<file path="src/rtl/alu_dispatch_unit.sv">
// Dispatches one RV64 integer instruction to the ALU over the trigger/idle handshake and returns the result on a valid/ready writeback port.
// Optional WAIT-state watchdog is enabled by defining ALU_DISPATCH_TIMEOUT_EN.
module alu_dispatch_unit #(
    parameter int OPERAND_WIDTH  = 64,
    parameter int OPCODE_WIDTH   = 17,
    parameter int SETTLE_CYCLES  = 2,
    parameter int TIMEOUT_CYCLES = 256
) (
    input  logic                     clk,
    input  logic                     rst_n,
    input  logic                     inst_valid,
    output logic                     inst_ready,
    input  logic [31:0]              inst_word,
    input  logic [OPERAND_WIDTH-1:0] rs1_data,
    input  logic [OPERAND_WIDTH-1:0] rs2_data,
    output logic [OPERAND_WIDTH-1:0] operand_1,
    output logic [OPERAND_WIDTH-1:0] operand_2,
    output logic [OPCODE_WIDTH-1:0]  op_code,
    output logic                     alu_trig,
    input  logic                     alu_idle,
    input  logic [OPERAND_WIDTH-1:0] alu_result,
    output logic                     wb_valid,
    input  logic                     wb_ready,
    output logic [4:0]               wb_rd,
    output logic [OPERAND_WIDTH-1:0] wb_data,
    output logic                     wb_we,
    output logic                     wb_illegal,
    output logic                     wb_timeout
);

    localparam int CNT_W = $clog2(TIMEOUT_CYCLES + SETTLE_CYCLES + 1) + 1;

    localparam logic [6:0] OPC_OP     = 7'b0110011;
    localparam logic [6:0] OPC_OP_IMM = 7'b0010011;

    typedef enum logic [1:0] {
        ST_IDLE  = 2'd0,
        ST_ISSUE = 2'd1,
        ST_WAIT  = 2'd2,
        ST_WB    = 2'd3
    } state_e;

    state_e                   state_q;
    logic [CNT_W-1:0]         cnt_q;
    logic [OPERAND_WIDTH-1:0] operand_1_q;
    logic [OPERAND_WIDTH-1:0] operand_2_q;
    logic [OPCODE_WIDTH-1:0]  op_code_q;
    logic                     alu_trig_q;
    logic                     wb_valid_q;
    logic [4:0]               wb_rd_q;
    logic [OPERAND_WIDTH-1:0] wb_data_q;
    logic                     wb_we_q;
    logic                     wb_illegal_q;
    logic                     wb_timeout_q;

    logic [6:0]               opcode_s;
    logic [2:0]               funct3_s;
    logic [6:0]               funct7_s;
    logic [9:0]               funct10_s;
    logic [OPERAND_WIDTH-1:0] imm_s;
    logic [OPERAND_WIDTH-1:0] shamt_s;
    logic                     accept_s;
    logic                     settled_s;
    logic                     unused_s;

    logic [OPCODE_WIDTH-1:0]  op_code_d;
    logic [OPERAND_WIDTH-1:0] operand_2_d;
    logic                     illegal_d;

    assign opcode_s  = inst_word[6:0];
    assign funct3_s  = inst_word[14:12];
    assign funct7_s  = inst_word[31:25];
    // funct7 bits 5 and 6 are swapped so SUB lands on 0x200 and MUL on 0x008.
    assign funct10_s = {funct7_s[5], funct7_s[6], funct7_s[4:0], funct3_s};
    assign imm_s     = {{(OPERAND_WIDTH-12){inst_word[31]}}, inst_word[31:20]};
    assign shamt_s   = {{(OPERAND_WIDTH-6){1'b0}}, inst_word[25:20]};
    assign unused_s  = ^inst_word[19:15];

    assign accept_s  = inst_valid && inst_ready;
    assign settled_s = (cnt_q >= CNT_W'(SETTLE_CYCLES));

    assign inst_ready = (state_q == ST_IDLE) && alu_idle;
    assign operand_1  = operand_1_q;
    assign operand_2  = operand_2_q;
    assign op_code    = op_code_q;
    assign alu_trig   = alu_trig_q;
    assign wb_valid   = wb_valid_q;
    assign wb_rd      = wb_rd_q;
    assign wb_data    = wb_data_q;
    assign wb_we      = wb_we_q;
    assign wb_illegal = wb_illegal_q;
    assign wb_timeout = wb_timeout_q;

    // Instruction decode: ALU op_code, operand_2 source and legality.
    always_comb begin
        op_code_d   = {OPCODE_WIDTH{1'b0}};
        operand_2_d = rs2_data;
        illegal_d   = 1'b1;
        case (opcode_s)
            OPC_OP: begin
                op_code_d   = {funct10_s, opcode_s};
                operand_2_d = rs2_data;
                case (funct10_s)
                    10'h000, 10'h200, 10'h001, 10'h002, 10'h003,
                    10'h004, 10'h005, 10'h006, 10'h007, 10'h008: illegal_d = 1'b0;
                    default:                                      illegal_d = 1'b1;
                endcase
            end
            OPC_OP_IMM: begin
                op_code_d = {7'b0000000, funct3_s, opcode_s};
                if ((funct3_s == 3'b001) || (funct3_s == 3'b101)) begin
                    operand_2_d = shamt_s;
                    illegal_d   = (funct7_s[6:1] != 6'b000000);
                end else begin
                    operand_2_d = imm_s;
                    illegal_d   = 1'b0;
                end
            end
            default: begin
                op_code_d   = {OPCODE_WIDTH{1'b0}};
                operand_2_d = rs2_data;
                illegal_d   = 1'b1;
            end
        endcase
    end

    // Dispatch FSM with all ALU-side and writeback outputs registered.
    always_ff @(posedge clk or negedge rst_n) begin
        if (!rst_n) begin
            state_q      <= ST_IDLE;
            cnt_q        <= {CNT_W{1'b0}};
            operand_1_q  <= {OPERAND_WIDTH{1'b0}};
            operand_2_q  <= {OPERAND_WIDTH{1'b0}};
            op_code_q    <= {OPCODE_WIDTH{1'b0}};
            alu_trig_q   <= 1'b0;
            wb_valid_q   <= 1'b0;
            wb_rd_q      <= 5'd0;
            wb_data_q    <= {OPERAND_WIDTH{1'b0}};
            wb_we_q      <= 1'b0;
            wb_illegal_q <= 1'b0;
            wb_timeout_q <= 1'b0;
        end else begin
            alu_trig_q <= 1'b0;
            case (state_q)
                ST_IDLE: begin
                    if (accept_s) begin
                        wb_rd_q <= inst_word[11:7];
                        if (illegal_d) begin
                            // Illegal instructions never touch the ALU.
                            state_q      <= ST_WB;
                            wb_valid_q   <= 1'b1;
                            wb_data_q    <= {OPERAND_WIDTH{1'b0}};
                            wb_we_q      <= 1'b0;
                            wb_illegal_q <= 1'b1;
                            wb_timeout_q <= 1'b0;
                        end else begin
                            state_q     <= ST_ISSUE;
                            operand_1_q <= rs1_data;
                            operand_2_q <= operand_2_d;
                            op_code_q   <= op_code_d;
                            alu_trig_q  <= 1'b1;
                        end
                    end
                end
                ST_ISSUE: begin
                    state_q <= ST_WAIT;
                    cnt_q   <= {CNT_W{1'b0}};
                end
                ST_WAIT: begin
                    if (settled_s && alu_idle) begin
                        state_q      <= ST_WB;
                        wb_valid_q   <= 1'b1;
                        wb_data_q    <= alu_result;
                        wb_we_q      <= (wb_rd_q != 5'd0);
                        wb_illegal_q <= 1'b0;
                        wb_timeout_q <= 1'b0;
                    end
`ifdef ALU_DISPATCH_TIMEOUT_EN
                    else if (cnt_q == CNT_W'(TIMEOUT_CYCLES - 1)) begin
                        state_q      <= ST_WB;
                        wb_valid_q   <= 1'b1;
                        wb_data_q    <= {OPERAND_WIDTH{1'b0}};
                        wb_we_q      <= 1'b0;
                        wb_illegal_q <= 1'b0;
                        wb_timeout_q <= 1'b1;
                    end
`endif
                    else if (cnt_q != {CNT_W{1'b1}}) begin
                        cnt_q <= cnt_q + CNT_W'(1);
                    end
                end
                ST_WB: begin
                    if (wb_ready) begin
                        state_q    <= ST_IDLE;
                        wb_valid_q <= 1'b0;
                    end
                end
                default: begin
                    state_q    <= ST_IDLE;
                    wb_valid_q <= 1'b0;
                end
            endcase
        end
    end

endmodule

</file>
<file path="config.mk">
export PLATFORM = sky130hd
export DESIGN_NAME = alu_dispatch_unit
export DESIGN_NICKNAME = d
export VERILOG_FILES = /design/src/rtl/alu_dispatch_unit.sv
export SDC_FILE = /design/constraint.sdc
export NUM_CORES = 1
export LEC_CHECK = 0
export ABC_AREA = 1
export CAP_MARGIN = 20
export CORE_AREA = 2 2 176 178
export CTS_CLUSTER_SIZE = 14
export DETAILED_ROUTE_END_ITERATION = 10
export DIE_AREA = 0 0 178 180
export PLACE_DENSITY = 0.76
export SETUP_SLACK_MARGIN = 0.15
export SYNTH_ARGS = -nofsm -noshare
export SYNTH_HDL_FRONTEND = slang
export SYNTH_SLANG_ARGS = --single-unit
</file>
<file path="constraint.sdc">
create_clock -name clk -period 4.6 [get_ports clk]
set_input_delay 0.46 -clock clk [delete_from_list [all_inputs] [get_ports clk]]
set_output_delay 0.46 -clock clk [all_outputs]
set_load 0.01 [all_outputs]
</file>
==> qor.txt, run 1 <==
Fin. max-slew vios - 0
Cell count after synthesis - 1,219
Slew @ Worst Pin - 758 ps
Post-synthesis cell area - 9970 µm²
Worst Skew - 13.5 ps
Most common cell after layout, fill and taps aside - nand2_1
Finished Cell Area - 15,600 µm²
Clock sink count - 230
Most frequent cells in the layout - 706 x nand2_1, 441 x clkdlybuf4s50_1, 230 x dfrtp_1
Startpoint class of the critical path - primary input
Met3 WL - 3390 µm
Worst skew pair latency - 530 ps
Yosys cell types - 31
Wire length on met1 - 12,700 µm
Largest fanout on the critical path - 66
Gp weighted congestion - 0.825
Critical path class - primary input to flop
Fill count - 2,793
Compound-Gate Fraction of Synth Area - 1.72%
WL per Instance - 16.3 µm
Fraction of layout cells with a size suffix above 1 - 4.31%
Vias in the first global route - 9,818
Pwr/cell area - 453 nW/µm²
Nets - 1,864
Via-per-instance ratio - 4.64
Synth Area in Adders - 0.753%
Achievable Freq - 0.375 GHz
Max Cap Viol - 0
Post-route minimum period - 2660 ps
Count of state elements after synthesis - 230
Psw - 2.33 mW
Comb power frac - 33.2%
Post_cts resized - 0
Drt first-iter violations - 379
Final WL - 33,400 µm
Antenna violations before repair - 1
DRT Pass-1 Iters - 5
Clock Power Share - 30.2%
Fin Setup TNS - 0 ps
Seq/Total Area, Yosys - 57.8%
DR DRC count - 0
H-Tree Depth - 1
Synth-to-layout area growth - 56.1%
Height of the die - 180 µm
Simple-Gate Fraction of Synth Area - 33.8%
Post-DP HPWL - 23,300 µm
Worst EP required - 5060 ps
Largest net degree at the start of global routing - 147
Io pins - 449
Setup violators final - 0
Syn. warnings - 0
Switch share - 33.1%
Post-Syn Nets - 1,454
P_leak - 7.93 nW
Initial Util - 33.0%
Clock Root Buffer - clkbuf_16
Number of routed nets with antenna violations - 0
Status - complete, no violations
Mux share of post-synthesis cell area - 0%
CTS tree - built
# port buffers - 442
Largest family of logic cells by synthesized area - simple AND/OR/NAND/NOR gates
Clock slew at reported path FFs - 60 ps
Post-Synth XOR/XNOR Area - 0.439%
P_int - 4.72 mW
Highest routed layer - met4
Grt ovf - 0
CTS Buf Count - 26
Global-route wire length before repair - 51,600 µm
Arrival time worst endpoint - 3130 ps
Met2 WL - 16,200 µm
Final hold vios - 0
Core Box Area - 30,200 µm²
Vias - 9,503
Fin crit share - 57.9%
Placed Area - 14,700 µm²
Max IR drop VDD - 0.000285 V
Mapped Avg Cell Area - 8.18 µm²
Reg power frac - 36.6%
Rows - 64
RSZ-0062 raised after global routing - no
Maximum buffer depth of the clock tree - 3
Worst Setup End Kind - flop
Total track usage - 20.2%
Worst min-delay path class - primary input to flop
DIE WIDTH - 178 µm
Die area - 32,000 µm²
Rel. slew slack - 49.5%
## cell type report
cell class                 instances  area [µm²]  area share, %
clock buffer                      39         781           5.02
inverter                          42         160           1.03
tap                              396         495           3.19
multi-input combinational        875        3680           23.7
timing repair buffer             454        4570           29.4
antenna                            1        2.50         0.0161
sequential                       230        5760           37.0
clock inverter                     9         105          0.676
## routing by layer
| layer | vias to the layer above | global-route usage, % |
|---|---|---|
| li1 | 4601 | - |
| met1 | 4435 | 23.5 |
| met2 | 397 | 34.7 |
| met3 | 70 | 6.45 |
| met4 | 0 | 7.31 |
| met5 | - | 0 |
## cell usage after synthesis
cell type	instances	area (µm²)
nand3_1	11	55.1
a31o_2	1	8.76
nor2_8	1	20.0
nor3_2	1	10.0
or2_2	1	6.26
and3_1	1	6.26
ha_1	6	75.1
conb_1	1	3.75
nand2_1	707	2650
buf_4	23	173
nor2_2	2	12.5
inv_1	37	139
nand4_2	1	12.5
buf_2	19	95.1
o211ai_1	1	7.51
nor3b_1	1	7.51
xor2_1	5	43.8
o21ai_1	5	25.0
clkbuf_1	29	109
nand2_2	1	6.26
o31ai_1	1	7.51
dfrtp_1	230	5760
o21ai_0	23	115
buf_6	1	11.3
nand3_2	2	20.0
inv_2	5	18.8
nand3b_1	1	7.51
o21bai_1	1	7.51
nand4_1	69	432
nor3_1	1	5.00
nor2_1	31	116
## state kept, by name, summed over array words and instances (netlist names)
register,count
wb_valid,1
operand_1,64
alu_trig,1
wb_rd,5
cnt_q,10
state_q,2
wb_data,64
operand_2,64
wb_we,1
op_code,17
wb_illegal,1
## metrics by stage
| step | std cells | utilization [%] | hold WS (ps) | power [mW] | setup slack (ps) |
|---|---|---|---|---|---|
| after floorplan | 1219 | - | 164 | 3.78 | 2820 |
| after global placement | 1996 | 48.5 | 449 | 4.88 | 1440 |
| after detailed placement | 1996 | 48.5 | 458 | 4.95 | 1380 |
| after CTS | 2045 | 51.5 | 433 | 7.12 | 1920 |
| after global routing | 2046 | 51.5 | 439 | 7.45 | 1760 |
| final | 2046 | 51.5 | 457 | 7.05 | 1940 |
## power by group through the flow
stage | Combinational (mW) | Sequential (mW) | Clock [mW]
2_1_floorplan | 1.04 | 2.75 | 0
4_1_cts | 2.35 | 2.58 | 2.19
3_5_place_dp | 2.34 | 2.61 | 0
5_1_grt | 2.56 | 2.62 | 2.28
6_report | 2.34 | 2.58 | 2.13
3_3_place_gp | 2.29 | 2.59 | 0
## critical path: stages
cell	delay, ps
clkdlybuf4s50_1	470
inv_1	100
nand2_1	50
nor2_1	280
nand3_1	130
nand2_1	130
nand4_4	460
nand3_2	190
buf_4	570
nand2_1	140
nand2_1	100
## worst paths after layout
| kind | cells past startpoint | slack (ps) | start | end |
|---|---|---|---|---|
| worst max-delay path | 11 | 1940 | inst_word[6] | wb_data[45] |
| worst min-delay path | 3 | 460 | rs1_data[7] | operand_1[7] |
| worst max register to register | 11 | 2030 | state_q[0] | wb_data[17] |
| worst min register to register | 2 | 470 | wb_data[14] | wb_data[14] |
| max in group asynchronous | 3 | 2910 | rst_n | op_code[2] |
| min in group asynchronous | 2 | 540 | rst_n | wb_data[1] |
## cell families after synthesis
kind of cell / count (synthesis)
and+or+nand+nor: 831
DFF: 230
other: 1
adders and majority gates: 6
AOI/OAI and AO/OA: 32
xor gates and xnor gates: 5
buffers and inverters: 114
## timing repair
action,CTS,global route
hold buffers,1,0
setup buffers,0,0
hold endpoints to repair,41,0
Power figures use the tool's default switching activity.
==> inputs of run 2 (changes only) <==
Settings changed: CORE_AREA 2 2 176 178 to 2 2 175 177, DIE_AREA 0 0 178 180 to 0 0 177 179, PLACE_DENSITY 0.76 to 0.79.
Clock period 4.6 ns to 2.3 ns, I/O delays scaled along.
==> qor.txt, run 2 (synthesis results as in run 1) <==
Status - complete, no violations
CTS tree - built
R2r setup slk - 370 ps
Worst hold margin - 243 ps
Clock slew at reported path FFs - 60 ps
Switch share - 33.6%
RSZ-0062 raised after global routing - no
Multi-input combinational cell area - 3690 µm²
Fin Setup TNS - 0 ps
Post-CTS Setup Repair Bufs - 0
Critical path buffers and inverters - 1
Initial Util - 33.2%
CTS Buf Count - 25
Fin crit share - 83.8%
Critical path's top delay family - simple AND/OR/NAND/NOR gates
Number of routed nets with antenna violations - 0
Clock sink count - 230
Placed Area - 15,100 µm²
Vias in the first global route - 9,740
Most frequent cells in the layout - 705 x nand2_1, 440 x clkdlybuf4s50_1, 229 x dfrtp_1
Worst Setup End Kind - flop
Critical path class - flop to flop
CP Cell Sequence - ha_1 -> nand2_1 -> nor2_1 -> nand3_1 -> nor3_2 -> nor2_2 -> nor2_8 -> inv_2 -> nand2_1 -> o21ai_1
Maximum buffer depth of the clock tree - 3
Seq. cell area - 5760 µm²
Fraction of layout cells with a size suffix above 1 - 6.69%
Grt ovf - 0
Drt first-iter violations - 533
Post-route minimum period - 1930 ps
Post-Layout Cell Count - 2,086
CP max stage delay - 450 ps
Fill count - 2,607
Arrival time worst endpoint - 2320 ps
Crit path top cell by count - nand2_1
Total track usage - 20.7%
Nets - 1,908
Post-DP HPWL - 24,600 µm
Final WL - 34,800 µm
Fin. max-slew vios - 0
Max stage delay cell, worst path - dfrtp_1
Via-per-instance ratio - 4.71
Achievable Freq - 0.519 GHz
DIE WIDTH - 177 µm
WL per Instance - 16.7 µm
Worst skew pair latency - 520 ps
P_int - 9.56 mW
H-Tree Depth - 1
Antenna violations before repair - 1
P_leak - 8.20 nW
Pwr/cell area - 899 nW/µm²
Largest fanout on the critical path - 10
DR DRC count - 0
Final hold vios - 0
Rel. slew slack - 53.6%
Rows - 64
Startpoint class of the critical path - flop
Vias - 9,820
Comb power frac - 36.2%
# port buffers - 442
Global-route wire length before repair - 52,000 µm
Worst EP required - 2690 ps
Design Power - 14.4 mW
Worst min-delay path class - primary input to flop
Worst Skew - 8.44 ps
Max IR drop VDD - 0.000631 V
Core Box Area - 30,000 µm²
Reg power frac - 35.9%
Gp weighted congestion - 0.855
Clock Root Buffer - clkbuf_16
Placed insts - 2,038
Setup violators final - 0
Max Cap Viol - 0
Psw - 4.83 mW
Io pins - 449
DRT Pass-1 Iters - 5
Clock Power Share - 27.9%
Largest net degree at the start of global routing - 83
Most common cell after layout, fill and taps aside - nand2_1
Height of the die - 179 µm
Die area - 31,700 µm²
Slew @ Worst Pin - 697 ps
Finished Cell Area - 16,000 µm²
Synth-to-layout area growth - 60.7%
## run 2: cell count changes in the layout (fill, tap and decap cells not counted), sizes merged
cell	change
clkbuf	-1
clkdlybuf4s50	-1
buf	+43
inv	-2
dlymetal6s2s	+1
## run 2: worst paths after layout
path | start | end | cells after the start
max | cnt_q[1] | cnt_q[5] | 10
min | rs1_data[28] | operand_1[28] | 3
max reg2reg | cnt_q[1] | cnt_q[5] | 10
min reg2reg | op_code[1] | op_code[1] | 2
max in group asynchronous | rst_n | operand_2[5] | 3
min in group asynchronous | rst_n | wb_data[32] | 2
## run 2: metal layers
| metal | vias up | GRT usage [%] | wire length [µm] |
|---|---|---|---|
| met1 | 4657 | 24.0 | 13400 |
| met3 | 66 | 6.26 | 3180 |
| met5 | - | 0 | 0 |
| met4 | 0 | 6.20 | 1020 |
| met2 | 401 | 36.5 | 17200 |
| li1 | 4696 | - | - |
## run 2: cell type report
| cell class | instances | area share, % |
|---|---|---|
| tap | 396 | 3.09 |
| multi-input combinational | 875 | 23.1 |
| antenna | 1 | 0.0156 |
| timing repair buffer | 499 | 31.8 |
| clock buffer | 36 | 4.48 |
| sequential | 230 | 35.9 |
| inverter | 42 | 1.00 |
| clock inverter | 7 | 0.578 |
## run 2: worst min-delay path, stage by stage
cell	delay (ps)
clkdlybuf4s50_1	390
nand2_1	60
nand2_1	40
## run 2: what timing repair did
| item | in CTS | in global routing |
|---|---|---|
| setup endpoints to repair | 0 | 67 |
| gates resized for setup | 0 | 4 |
| endpoints found under the hold margin | 72 | 0 |
| hold buffers | 1 | 0 |
## run 2: per-stage QoR
stage / setup WS, ps / utilization (%)
2_1_floorplan: 523 / -
3_3_place_gp: 46.8 / 50.4
3_5_place_dp: 0.916 / 50.4
4_1_cts: 153 / 53.1
5_1_grt: 169 / 53.3
6_report: 373 / 53.3
## run 2: power by group through the flow
| stage | sequential [mW] | clock, mW | combinational (mW) |
|---|---|---|---|
| floorplan | 5.49 | 0 | 2.07 |
| global placement | 5.19 | 0 | 4.73 |
| detailed placement | 5.23 | 0 | 4.85 |
| CTS | 5.16 | 4.12 | 4.89 |
| global route | 5.24 | 4.29 | 5.66 |
| finish | 5.17 | 4.02 | 5.21 |
